File: src/rtl/div_32b_seq_pkg.sv
// Shared divider/multiplier definitions: default widths and sequencer state encodings.
package div_32b_seq_pkg;

  localparam int DIV_WIDTH = 32;
  localparam int DIV_CNT_W = 6;

  typedef enum logic [1:0] {
    IDLE = 2'd0,
    RUN  = 2'd1,
    FIX  = 2'd2
  } div_state_e;

endpackage

File: src/rtl/div_32b_seq_if.sv
// Request/response bundle between the control unit (master) and the divider (slave).
interface div_32b_seq_if #(
  parameter int WIDTH = 32
);
  logic             start;
  logic             is_signed;
  logic [WIDTH-1:0] dividend;
  logic [WIDTH-1:0] divisor;
  logic [WIDTH-1:0] quotient;
  logic [WIDTH-1:0] remainder;
  logic             busy;
  logic             done;
  logic             div_by_zero;

  modport master (
    output start, is_signed, dividend, divisor,
    input  quotient, remainder, busy, done, div_by_zero
  );

  modport slave (
    input  start, is_signed, dividend, divisor,
    output quotient, remainder, busy, done, div_by_zero
  );
endinterface

File: src/rtl/div_32b_seq_div_step.sv
// One restoring-division iteration: shift {rem,quo} left, trial-subtract the divisor magnitude.
module div_step #(
  parameter int WIDTH = 32
) (
  input  logic [WIDTH-1:0] rem,
  input  logic [WIDTH-1:0] quo,
  input  logic [WIDTH-1:0] divisor_mag,
  output logic [WIDTH-1:0] rem_nxt,
  output logic [WIDTH-1:0] quo_nxt
);
  logic [WIDTH:0]   rem_sh;
  logic [WIDTH+1:0] trial;
  logic             trial_ok;

  // rem < divisor_mag, so the shifted value needs one extra bit and the
  // difference one more for its sign.
  assign rem_sh   = {rem, quo[WIDTH-1]};
  assign trial    = {1'b0, rem_sh} - {2'b00, divisor_mag};
  assign trial_ok = ~trial[WIDTH+1];

  assign rem_nxt = trial_ok ? trial[WIDTH-1:0] : rem_sh[WIDTH-1:0];
  assign quo_nxt = {quo[WIDTH-2:0], trial_ok};
endmodule

File: src/rtl/div_32b_seq.sv
// Multi-cycle restoring divider for div/divu: LO = quotient, HI = remainder.
module div_32b_seq
  import div_32b_seq_pkg::*;
#(
  parameter int WIDTH = DIV_WIDTH,
  parameter int CNT_W = DIV_CNT_W
) (
  input  logic         clk,
  input  logic         reset_n,
  div_32b_seq_if.slave bus
);
  localparam logic [CNT_W-1:0] LAST = CNT_W'(WIDTH - 1);

  div_state_e       state_q, state_nxt;
  logic [CNT_W-1:0] cnt;
  logic [WIDTH-1:0] rem, quo, dmag;
  logic [WIDTH-1:0] rem_nxt, quo_nxt;
  logic             q_neg, r_neg;
  logic             s_a, s_b;
  logic [WIDTH-1:0] mag_a, mag_b;

  assign s_a   = bus.is_signed & bus.dividend[WIDTH-1];
  assign s_b   = bus.is_signed & bus.divisor[WIDTH-1];
  assign mag_a = s_a ? -bus.dividend : bus.dividend;
  assign mag_b = s_b ? -bus.divisor  : bus.divisor;

  div_step #(.WIDTH(WIDTH)) u_step (
    .rem         (rem),
    .quo         (quo),
    .divisor_mag (dmag),
    .rem_nxt     (rem_nxt),
    .quo_nxt     (quo_nxt)
  );

  always_ff @(posedge clk or negedge reset_n) begin
    if (!reset_n) state_q <= IDLE;
    else          state_q <= state_nxt;
  end

  always_comb begin
    state_nxt = state_q;
    case (state_q)
      IDLE:    if (bus.start && bus.divisor != '0) state_nxt = RUN;
      RUN:     if (cnt == LAST) state_nxt = FIX;
      FIX:     state_nxt = IDLE;
      default: state_nxt = IDLE;
    endcase
  end

  always_ff @(posedge clk or negedge reset_n) begin
    if (!reset_n) begin
      cnt             <= '0;
      rem             <= '0;
      quo             <= '0;
      dmag            <= '0;
      q_neg           <= 1'b0;
      r_neg           <= 1'b0;
      bus.quotient    <= '0;
      bus.remainder   <= '0;
      bus.busy        <= 1'b0;
      bus.done        <= 1'b0;
      bus.div_by_zero <= 1'b0;
    end else begin
      bus.done <= 1'b0;
      case (state_q)
        IDLE: if (bus.start) begin
          if (bus.divisor == '0) begin
            // Divide-by-zero completes immediately without occupying the datapath.
            bus.quotient    <= '1;
            bus.remainder   <= bus.dividend;
            bus.div_by_zero <= 1'b1;
            bus.done        <= 1'b1;
          end else begin
            rem      <= '0;
            quo      <= mag_a;
            dmag     <= mag_b;
            q_neg    <= s_a ^ s_b;
            r_neg    <= s_a;
            cnt      <= '0;
            bus.busy <= 1'b1;
          end
        end
        RUN: begin
          rem <= rem_nxt;
          quo <= quo_nxt;
          cnt <= cnt + 1'b1;
        end
        FIX: begin
          bus.quotient    <= q_neg ? -quo : quo;
          bus.remainder   <= r_neg ? -rem : rem;
          bus.div_by_zero <= 1'b0;
          bus.done        <= 1'b1;
          bus.busy        <= 1'b0;
        end
        default: ;
      endcase
    end
  end
endmodule

File: src/flat_wrapper.sv
// flat-port wrapper written by rule: the top's interface ports become plain ports
module div_32b_seq_flat import div_32b_seq_pkg::*;
#(
  parameter int WIDTH = DIV_WIDTH,
  parameter int CNT_W = DIV_CNT_W
)
  (clk, reset_n, bus_start, bus_is_signed, bus_dividend, bus_divisor, bus_quotient, bus_remainder, bus_busy, bus_done, bus_div_by_zero);
  div_32b_seq_if #(.WIDTH(WIDTH)) bus_i ();
  input  logic clk;
  input  logic reset_n;
  input wire logic [$bits(bus_i.start)-1:0] bus_start;
  input wire logic [$bits(bus_i.is_signed)-1:0] bus_is_signed;
  input wire logic [$bits(bus_i.dividend)-1:0] bus_dividend;
  input wire logic [$bits(bus_i.divisor)-1:0] bus_divisor;
  output wire logic [$bits(bus_i.quotient)-1:0] bus_quotient;
  output wire logic [$bits(bus_i.remainder)-1:0] bus_remainder;
  output wire logic [$bits(bus_i.busy)-1:0] bus_busy;
  output wire logic [$bits(bus_i.done)-1:0] bus_done;
  output wire logic [$bits(bus_i.div_by_zero)-1:0] bus_div_by_zero;
  assign bus_i.start = bus_start;
  assign bus_i.is_signed = bus_is_signed;
  assign bus_i.dividend = bus_dividend;
  assign bus_i.divisor = bus_divisor;
  assign bus_quotient = bus_i.quotient;
  assign bus_remainder = bus_i.remainder;
  assign bus_busy = bus_i.busy;
  assign bus_done = bus_i.done;
  assign bus_div_by_zero = bus_i.div_by_zero;
  div_32b_seq #(.WIDTH(WIDTH), .CNT_W(CNT_W)) u_core (.clk(clk), .reset_n(reset_n), .bus(bus_i));
endmodule
File: config.mk
export PLATFORM = sky130hd
export DESIGN_NAME = div_32b_seq_flat
export DESIGN_NICKNAME = d
export VERILOG_FILES = /design/src/rtl/div_32b_seq_pkg.sv /design/src/rtl/div_32b_seq_if.sv /design/src/rtl/div_32b_seq_div_step.sv /design/src/rtl/div_32b_seq.sv /design/src/flat_wrapper.sv
export SDC_FILE = /design/constraint.sdc
export NUM_CORES = 1
export LEC_CHECK = 0
export CAP_MARGIN = 20
export CELL_PAD_IN_SITES_DETAIL_PLACEMENT = 0
export CELL_PAD_IN_SITES_GLOBAL_PLACEMENT = 1
export CORE_MARGIN = 1
export CORE_UTILIZATION = 47
export CTS_CLUSTER_DIAMETER = 60
export DETAILED_ROUTE_END_ITERATION = 10
export GPL_ROUTABILITY_DRIVEN = 0
export PLACE_DENSITY = 0.9
export REMOVE_ABC_BUFFERS = 1
export SLEW_MARGIN = 20
export SYNTH_ARGS = -nofsm -noshare
export SYNTH_HDL_FRONTEND = slang
export SYNTH_SLANG_ARGS = --single-unit
File: constraint.sdc
create_clock -name clk -period 5.2 [get_ports clk]
set_input_delay 1.04 -clock clk [delete_from_list [all_inputs] [get_ports clk]]
set_output_delay 1.04 -clock clk [all_outputs]
set_load 0.005 [all_outputs]
After elaboration in Yosys (flattened, before gate mapping)
Index checks and enable logic that the tools add are counted.

cells by class
  eq/ne operators = 8
  div/mod/pow operators = 0
  $mul = 0
  order comparisons = 0
  add/sub/neg operators = 6
  shifts and indexed selects = 0
  reductions and logical operators = 11
  mux-type cells = 32
  bitwise logic cells = 5

operators by type and width
  cell                                                                    count
  32-bit 2-to-1 mux                                                       13
  32-bit one-hot mux with 2 select lines                                  4
  32-bit negator                                                          4
  33-bit by 32-bit subtractor with 34-bit output                          1
  32-bit zero test                                                        1
  32-bit nonzero test                                                     1
  6-bit 2-to-1 mux                                                        2
  6-bit one-hot mux with 2 select lines                                   1
  3-bit AND reduction                                                     4
  6-bit by 1-bit adder with 6-bit output (second input constant)          1
  6-bit by 5-bit equality test with 1-bit output (second input constant)  1
  1-bit 2-to-1 mux                                                        6
  2-bit by 1-bit != test with 1-bit output (second input constant)        3
  1-bit one-hot mux with 2 select lines                                   3
  2-bit 2-to-1 mux                                                        2
  2-bit != test (second input constant)                                   2
  2-bit one-hot mux with 2 select lines                                   1
  2-bit nonzero test                                                      2
  1-bit bitwise AND                                                       2
  2-bit by 1-bit equality test with 1-bit output (second input constant)  1
  2-bit equality test (second input constant)                             1
  2-bit zero test                                                         1
  1-bit NOT                                                               2
  2-bit AND reduction                                                     1
  2 further kinds                                                         2

word-level totals
  bits in writable memories = 0
  memories = 0
  output and inout port bits = 67
  register bits after elaboration = 173
  bits in latches = 0
  ROM bits = 0
  input port bits = 68
  logic and storage cells = 74

Longest topological paths before layout
Gate-level depths: netlist of the first run.

  depth after elaboration = 5
  mapped depth = 14
  gate-level depth less buffers = 12

By module
From an unflattened synthesis of the first run, not the netlist that was laid out.

unflattened totals
  cell total of the unflattened synthesis = 1431
  area total of the unflattened synthesis = 12305.6 sq um

by module, submodules not included
  module       sequential area each (sq um)  area each (sq um)  cells each  instances
  div_32b_seq  4329.2                        9635.5             1026        1
  div_step     0.0                           2670.1             405         1

Least setup slack after synthesis of the first run
No wires, ideal clock.

  path type = in2reg
  start point = input port bus_divisor[6]
  end point = register u_core.bus.remainder[12]
  setup slack = 1.293 ns
  data arrival time = 3.787 ns
  required time = 5.080 ns
  stages on the path = 10
  library setup time = 0.120 ns
  buffers on the path = 2
  path through = or4_4 > or4b_4 > nor4b_4 > nand3_2 > or4_4 > or2_1 > buf_2 > buf_6 > o22ai_1 > nor2_1

on the way
  cells in the longest elaborated chain, start to end = 3

ends and longest elaborated chain
  item                                                line                  text
  from (decl)                                         flat_wrapper.sv:14    input wire logic [$bits(bus_i.divisor)-1:0] bus_divisor;
  32-bit zero test                                    div_32b_seq.sv:67     if (bus.divisor == '0) begin
  2-bit by 1-bit != test with 1-bit output (no line)  --
  3-bit AND reduction (no line)                       --
  to (signal assigned)                                div_32b_seq.sv:70     bus.remainder <= bus.dividend;
  to (signal assigned)                                div_32b_seq.sv:90     bus.remainder <= r_neg ? -rem : rem;
  to (decl)                                           div_32b_seq_if.sv:22  output quotient, remainder, busy, done, div_by_zero

No other way between the ends.
A chain may end at the register's enable or synchronous reset.

Final worst setup path of the first run
  start point = input port bus_divisor[6]
  end point = register u_core.bus.remainder[31]

The elaborated chain is that of the path after synthesis.

==> impl_metrics.json, run 1 <==
{
  "start_kind": "input pin",
  "tns_ns": 0,
  "finalSetupViolCount": 0,
  "finalWirelength_um": 28200,
  "worst_pin_slew_ns": 0.951,
  "wire_per_inst_um": 16.0,
  "n_antenna_cell": 0,
  "ys_ff_latch": 173,
  "synthArstFlopShare": 1.00,
  "vdd_drop_max_v": 0.000242,
  "overflow": 0,
  "drv_slew": 0,
  "cts_tree": "built",
  "critical-path-max-stage-delay_ns": 0.58,
  "clock_skew_ns": 0.0127,
  "layout.nets": 1543,
  "area_growth_syn_to_layout_pct": 18.7,
  "grt_antenna_before_repair": 0,
  "drc": 0,
  "endpoint_kind": "flop",
  "drt_iter0_markers": 500,
  "hold_class": "flop to flop",
  "p_per_area_nw_per_um2": 593,
  "layoutNonFillerInstCount": 1769,
  "yosysSeqAreaShare": 0.380,
  "slew_headroom": 0.366,
  "grt_use_total": 0.239,
  "synth_top_area_frac": 0.380,
  "r2r-start": "u_core.rem[0]",
  "synth_area_leaders": "dfrtp_1 38%, o21ai_0 6.8%, xor2_1 5.5%",
  "ys_warn_count": 0,
  "yosysTopAreaCell": "dfrtp_1",
  "fin_crit_ns": 4.42,
  "cp_max_fo": 38,
  "cp_data_arrival_time_ns": 4.71,
  "grt_max_degree": 95,
  "min_period_over_period": 0.851,
  "cts_resized": 0,
  "cp_slowest_cell": "or4_4",
  "dp_hpwl_um": 21000,
  "grt_pass1_wl_um": 47000,
  "syn_area_per_cell_um2": 8.54,
  "rsz0062_at_grt": "no",
  "placementRows": 56,
  "die_h_um": 158,
  "ant_nets": 0,
  "fmax_ghz": 0.226,
  "synth-edff-count": 0,
  "portBuffers": 134,
  "core_area_um2": 23600,
  "synth-main-ff-cell": "dfrtp_1",
  "clock_path_buffers": 2,
  "path_buf_inv": 2,
  "crit_required_ns": 5.49,
  "path_cells": "clkdlybuf4s50_1 > or4_4 > or4b_4 > nor4b_4 > nand3_2 > or4_4 > nor2_4 > buf_4 > mux2i_1 > o21ai_0",
  "grt_pass1_vias": 9345,
  "clk_latency_ns": 0.43,
  "via_per_inst": 5.56,
  "final_common_cell": "dfrtp_1",
  "ys_types": 73,
  "io_pins": 135,
  "min_from": "u_core.bus.busy",
  "cts_hold_buf": 0,
  "via_count": 9841,
  "path_clk_slew_ns": 0.07,
  "p_leak_nw": 5.45,
  "drive_gt1_frac": 0.0497,
  "crit_top_cell": "or4_4",
  "cts_max_level": 4,
  "cts.sink_count": 173,
  "hold_viol_final": 0,
  "cap_violations": 0,
  "syn_inst": 1336,
  "die_x_um": 158,
  "root_buffer": "clkbuf_16",
  "initial_utilization": 0.483,
  "dieArea_um2": 24900,
  "status": "finished clean",
  "dr.pass1.iters": 5,
  "cts_buffers": 17,
  "worst-setup-path-type": "input pin to flop",
  "final_cell_mix": "173 x dfrtp_1, 162 x nand2_1, 156 x o21ai_0, 133 x clkdlybuf4s50_1, 108 x nor2_1",
  "synth.cell_area_um2": 11400,
  "dp.cells": 1737,
  "post_cts_buffers": 0,
  "startpoint": "bus_divisor[6]",
  "crit_family": "simple AND/OR/NAND/NOR gates"
}
==> cells in the mapped netlist (12+ instances only) <==
library cell / count
ha_1: 37
or4_1: 18
mux2i_1: 40
xnor2_1: 68
o21ai_1: 26
nor3_1: 29
a21o_1: 12
dfrtp_1: 173
o41ai_1: 12
buf_6: 12
xor2_1: 72
o22ai_1: 16
inv_1: 48
o31ai_1: 30
nor4_1: 14
a21oi_1: 93
nor2_1: 110
nand2b_1: 13
clkbuf_1: 44
nand2_1: 162
o21ai_0: 156
==> state kept, by name, summed over array words and instances, names as in the netlist <==
name,count
u_core.r_neg,1
u_core.bus.busy,1
u_core.bus.div_by_zero,1
u_core.quo,32
u_core.rem,32
u_core.bus.done,1
u_core.bus.quotient,32
u_core.state_q,2
u_core.bus.remainder,32
u_core.dmag,32
u_core.cnt,6
u_core.q_neg,1
==> through the flow <==
step | worst slack, ns | power [mW] | hold WS, ns | area [um2] | utilization
final | 0.776 | 8.03 | 0.485 | 13500 | 0.573
after global routing | 0.624 | 8.76 | 0.515 | 13500 | 0.573
after CTS | 0.787 | 8.04 | 0.493 | 13500 | 0.573
after detailed placement | 0.310 | 6.77 | 0.478 | 13000 | 0.549
after global placement | 0.392 | 6.64 | 0.469 | 12900 | 0.548
after floorplan | -0.740 | 5.68 | 0.474 | 11100 | -
==> power breakdown <==
group | leakage, nW | switching [mW] | internal (mW)
combinational | 3.15 | 2.30 | 2.00
clock | 0.263 | 0.569 | 0.671
sequential | 2.04 | 0.627 | 1.86
total | 5.45 | 3.49 | 4.53
==> kinds of logic (layout without fill, tap and decap cells) <==
group	after synthesis	count (layout)	synth area share
buffers and inverters	117	231	0.0475
AOI/OAI and AO/OA	410	410	0.214
DFF	173	173	0.380
adders and majority gates	38	38	0.0423
xor gates and xnor gates	140	140	0.108
and+or+nand+nor	416	416	0.172
muxes	42	42	0.0371
==> area by class of cell <==
class | instances | area [um2]
Fill cell | 2190 | 10100
Multi-Input combinational cell | 1046 | 6570
Sequential cell | 173 | 4330
Timing Repair Buffer | 149 | 1480
Clock buffer | 19 | 433
Tap cell | 319 | 399
Inverter | 50 | 188
Clock inverter | 13 | 133
==> layer usage <==
metal | vias up | part of all wire | track usage
met5 | - | 0 | 0
met4 | 0 | 0.020 | 0.0735
met3 | 31 | 0.038 | 0.0345
met2 | 210 | 0.48 | 0.406
met1 | 4616 | 0.46 | 0.312
li1 | 4984 | - | -
==> path summary, 6_finish.rpt <==
path                                            end  slack (ns)  cells after the start
max                        u_core.bus.remainder[31]        0.78                     10
min                                 u_core.bus.busy        0.49                      1
max reg2reg                           u_core.rem[5]        1.67                     11
min reg2reg                         u_core.bus.busy        0.49                      1
max in group asynchronous           u_core.bus.busy        3.43                      2
min in group asynchronous   u_core.bus.quotient[28]        0.67                      1
Power figures use the tool's default switching activity.
==> inputs of run 2 (changes only) <==
--- a/config.mk
+++ b/config.mk
@@ -5,7 +5,8 @@
 export SDC_FILE = /design/constraint.sdc
 export NUM_CORES = 1
 export LEC_CHECK = 0
-export CAP_MARGIN = 20
+export ABC_CLOCK_PERIOD_IN_PS = 5200
+export CAP_MARGIN = 15
 export CELL_PAD_IN_SITES_DETAIL_PLACEMENT = 0
 export CELL_PAD_IN_SITES_GLOBAL_PLACEMENT = 1
 export CORE_MARGIN = 1
@@ -13,7 +14,7 @@
 export CTS_CLUSTER_DIAMETER = 60
 export DETAILED_ROUTE_END_ITERATION = 10
 export GPL_ROUTABILITY_DRIVEN = 0
-export PLACE_DENSITY = 0.9
+export PLACE_DENSITY = 0.87
 export REMOVE_ABC_BUFFERS = 1
 export SLEW_MARGIN = 20
 export SYNTH_ARGS = -nofsm -noshare
==> run 2 against run 1 <==
Compared with the run above: routed wire length increased by 0.65%; fmax decreased by 1.5%; register-to-register slack lost 0.09 ns; total power increased by 0.71%; combinational power hardly changed; non-clock buffer count is the same; global-route usage grew 0.32 points; sequential power is 2% lower; critical path depth up 1; flip-flop and latch count unchanged; final area grew 0.37%; hold slack got worse by 0.0079 ns; largest cell class unchanged.
==> impl_metrics.json, run 2 (same netlist as run 1, synthesis figures left out) <==
{
  "cts_max_level": 4,
  "area_growth_syn_to_layout_pct": 19.1,
  "timing.final.ws_setup_ns": 0.711,
  "drc": 0,
  "initial_utilization": 0.483,
  "worst-setup-path-type": "input pin to flop",
  "cts_buffers": 17,
  "slew_headroom": 0.318,
  "p_per_area_nw_per_um2": 595,
  "ant_nets": 0,
  "root_buffer": "clkbuf_16",
  "grt_use_total": 0.242,
  "io_pins": 135,
  "die_x_um": 158,
  "die_h_um": 158,
  "placement.setup.worst_slack_ns": 0.279,
  "layoutNonFillerInstCount": 1768,
  "clk_latency_ns": 0.43,
  "crit_required_ns": 5.56,
  "hold_slack_ns": 0.477,
  "cts.sink_count": 173,
  "grt_max_degree": 82,
  "clock_path_buffers": 2,
  "grt_antenna_before_repair": 0,
  "cap_violations": 0,
  "hold_viol_final": 0,
  "drive_gt1_frac": 0.0497,
  "cp_data_arrival_time_ns": 4.85,
  "fin_crit_ns": 4.49,
  "cts_hold_buf": 0,
  "dr.pass1.iters": 5,
  "cp_max_fo": 23,
  "dp_hpwl_um": 21200,
  "p_leak_nw": 5.47,
  "final_cell_area_um2": 13600,
  "placementRows": 56,
  "finalSetupViolCount": 0,
  "clock_skew_ns": 0.0121,
  "start_kind": "input pin",
  "path_buf_inv": 2,
  "hold_class": "flop to flop",
  "final_cell_mix": "173 x dfrtp_1, 162 x nand2_1, 156 x o21ai_0, 133 x clkdlybuf4s50_1, 108 x nor2_1",
  "layout.nets": 1543,
  "fmax_ghz": 0.223,
  "final_common_cell": "dfrtp_1",
  "via_count": 9708,
  "cts_resized": 0,
  "status": "finished clean",
  "path_clk_slew_ns": 0.06,
  "portBuffers": 134,
  "path_cells": "clkdlybuf4s50_1 > or4_4 > or4b_4 > nor4b_4 > nand3_2 > or4_4 > nor2_4 > nor2_1 > inv_2 > o22ai_1 > a21oi_1",
  "dieArea_um2": 24900,
  "power_mw": 8.09,
  "crit_family": "simple AND/OR/NAND/NOR gates",
  "post_cts_buffers": 0,
  "dp.cells": 1737,
  "grt_pass1_vias": 9369,
  "drv_slew": 0,
  "vdd_drop_max_v": 0.000304,
  "crit_top_cell": "or4_4",
  "worst_pin_slew_ns": 1.02,
  "via_per_inst": 5.49,
  "overflow": 0,
  "cp_slowest_cell": "or4_4",
  "wire_per_inst_um": 16.1,
  "critical-path-max-stage-delay_ns": 0.58,
  "finalWirelength_um": 28400,
  "grt_pass1_wl_um": 47000,
  "min_period_over_period": 0.863,
  "cts_tree": "built",
  "place_area_um2": 13000,
  "core_area_um2": 23600,
  "endpoint_kind": "flop",
  "n_antenna_cell": 0,
  "drt_iter0_markers": 410,
  "rsz0062_at_grt": "no"
}
-- run 2: changes by cell type in the layout (fill, tap and decap cells not counted), moves of 2 or more --
cell	before	now
clkbuf_8	0	2
bufinv_16	1	3
inv_6	4	0
clkinv_2	0	2
-- run 2: per-layer routing --
layer / routed length (um) / GRT usage
met5: 0 / 0
met4: 1010 / 0.110
met3: 1050 / 0.0381
met2: 13100 / 0.397
met1: 13300 / 0.312
-- run 2: path summary, 6_finish.rpt --
path                            startpoint                  endpoint  slack, ns  cells past startpoint
setup / recovery            bus_divisor[6]  u_core.bus.remainder[10]       0.71                     11
min in group asynchronous          reset_n   u_core.bus.quotient[29]       0.64                      1
hold reg to reg            u_core.bus.busy           u_core.bus.busy       0.48                      1
max in group asynchronous          reset_n   u_core.bus.remainder[9]       3.49                      2
hold / removal             u_core.bus.busy           u_core.bus.busy       0.48                      1
setup reg to reg             u_core.rem[2]            u_core.rem[12]       1.58                     11
-- run 2: worst reg2reg max path: cells and delay by family (launching register included) --
family,cells,cell delay [ns]
muxes,1,0.29
DFF,1,0.46
AOI/OAI and AO/OA,8,1.82
buffers and inverters,1,0.49
adders and majority gates,1,0.41
-- run 2: cell type report --
cell class	instances	area, um2
Sequential cell	173	4330
Clock buffer	21	460
Tap cell	319	399
Inverter	50	188
Timing Repair Buffer	149	1490
Fill cell	2206	10000
Multi-Input combinational cell	1046	6570
Clock inverter	10	140
-- run 2: report_power, final --
part	switching [mW]	internal (mW)
clock	0.528	0.778
sequential	0.593	1.86
combinational	2.32	2.00
-- run 2: per-stage QoR --
step	TNS [ns]	util
floorplan	-20.46	-
global placement	0	0.550
detailed placement	0	0.550
CTS	0	0.575
global route	0	0.575
finish	0	0.575
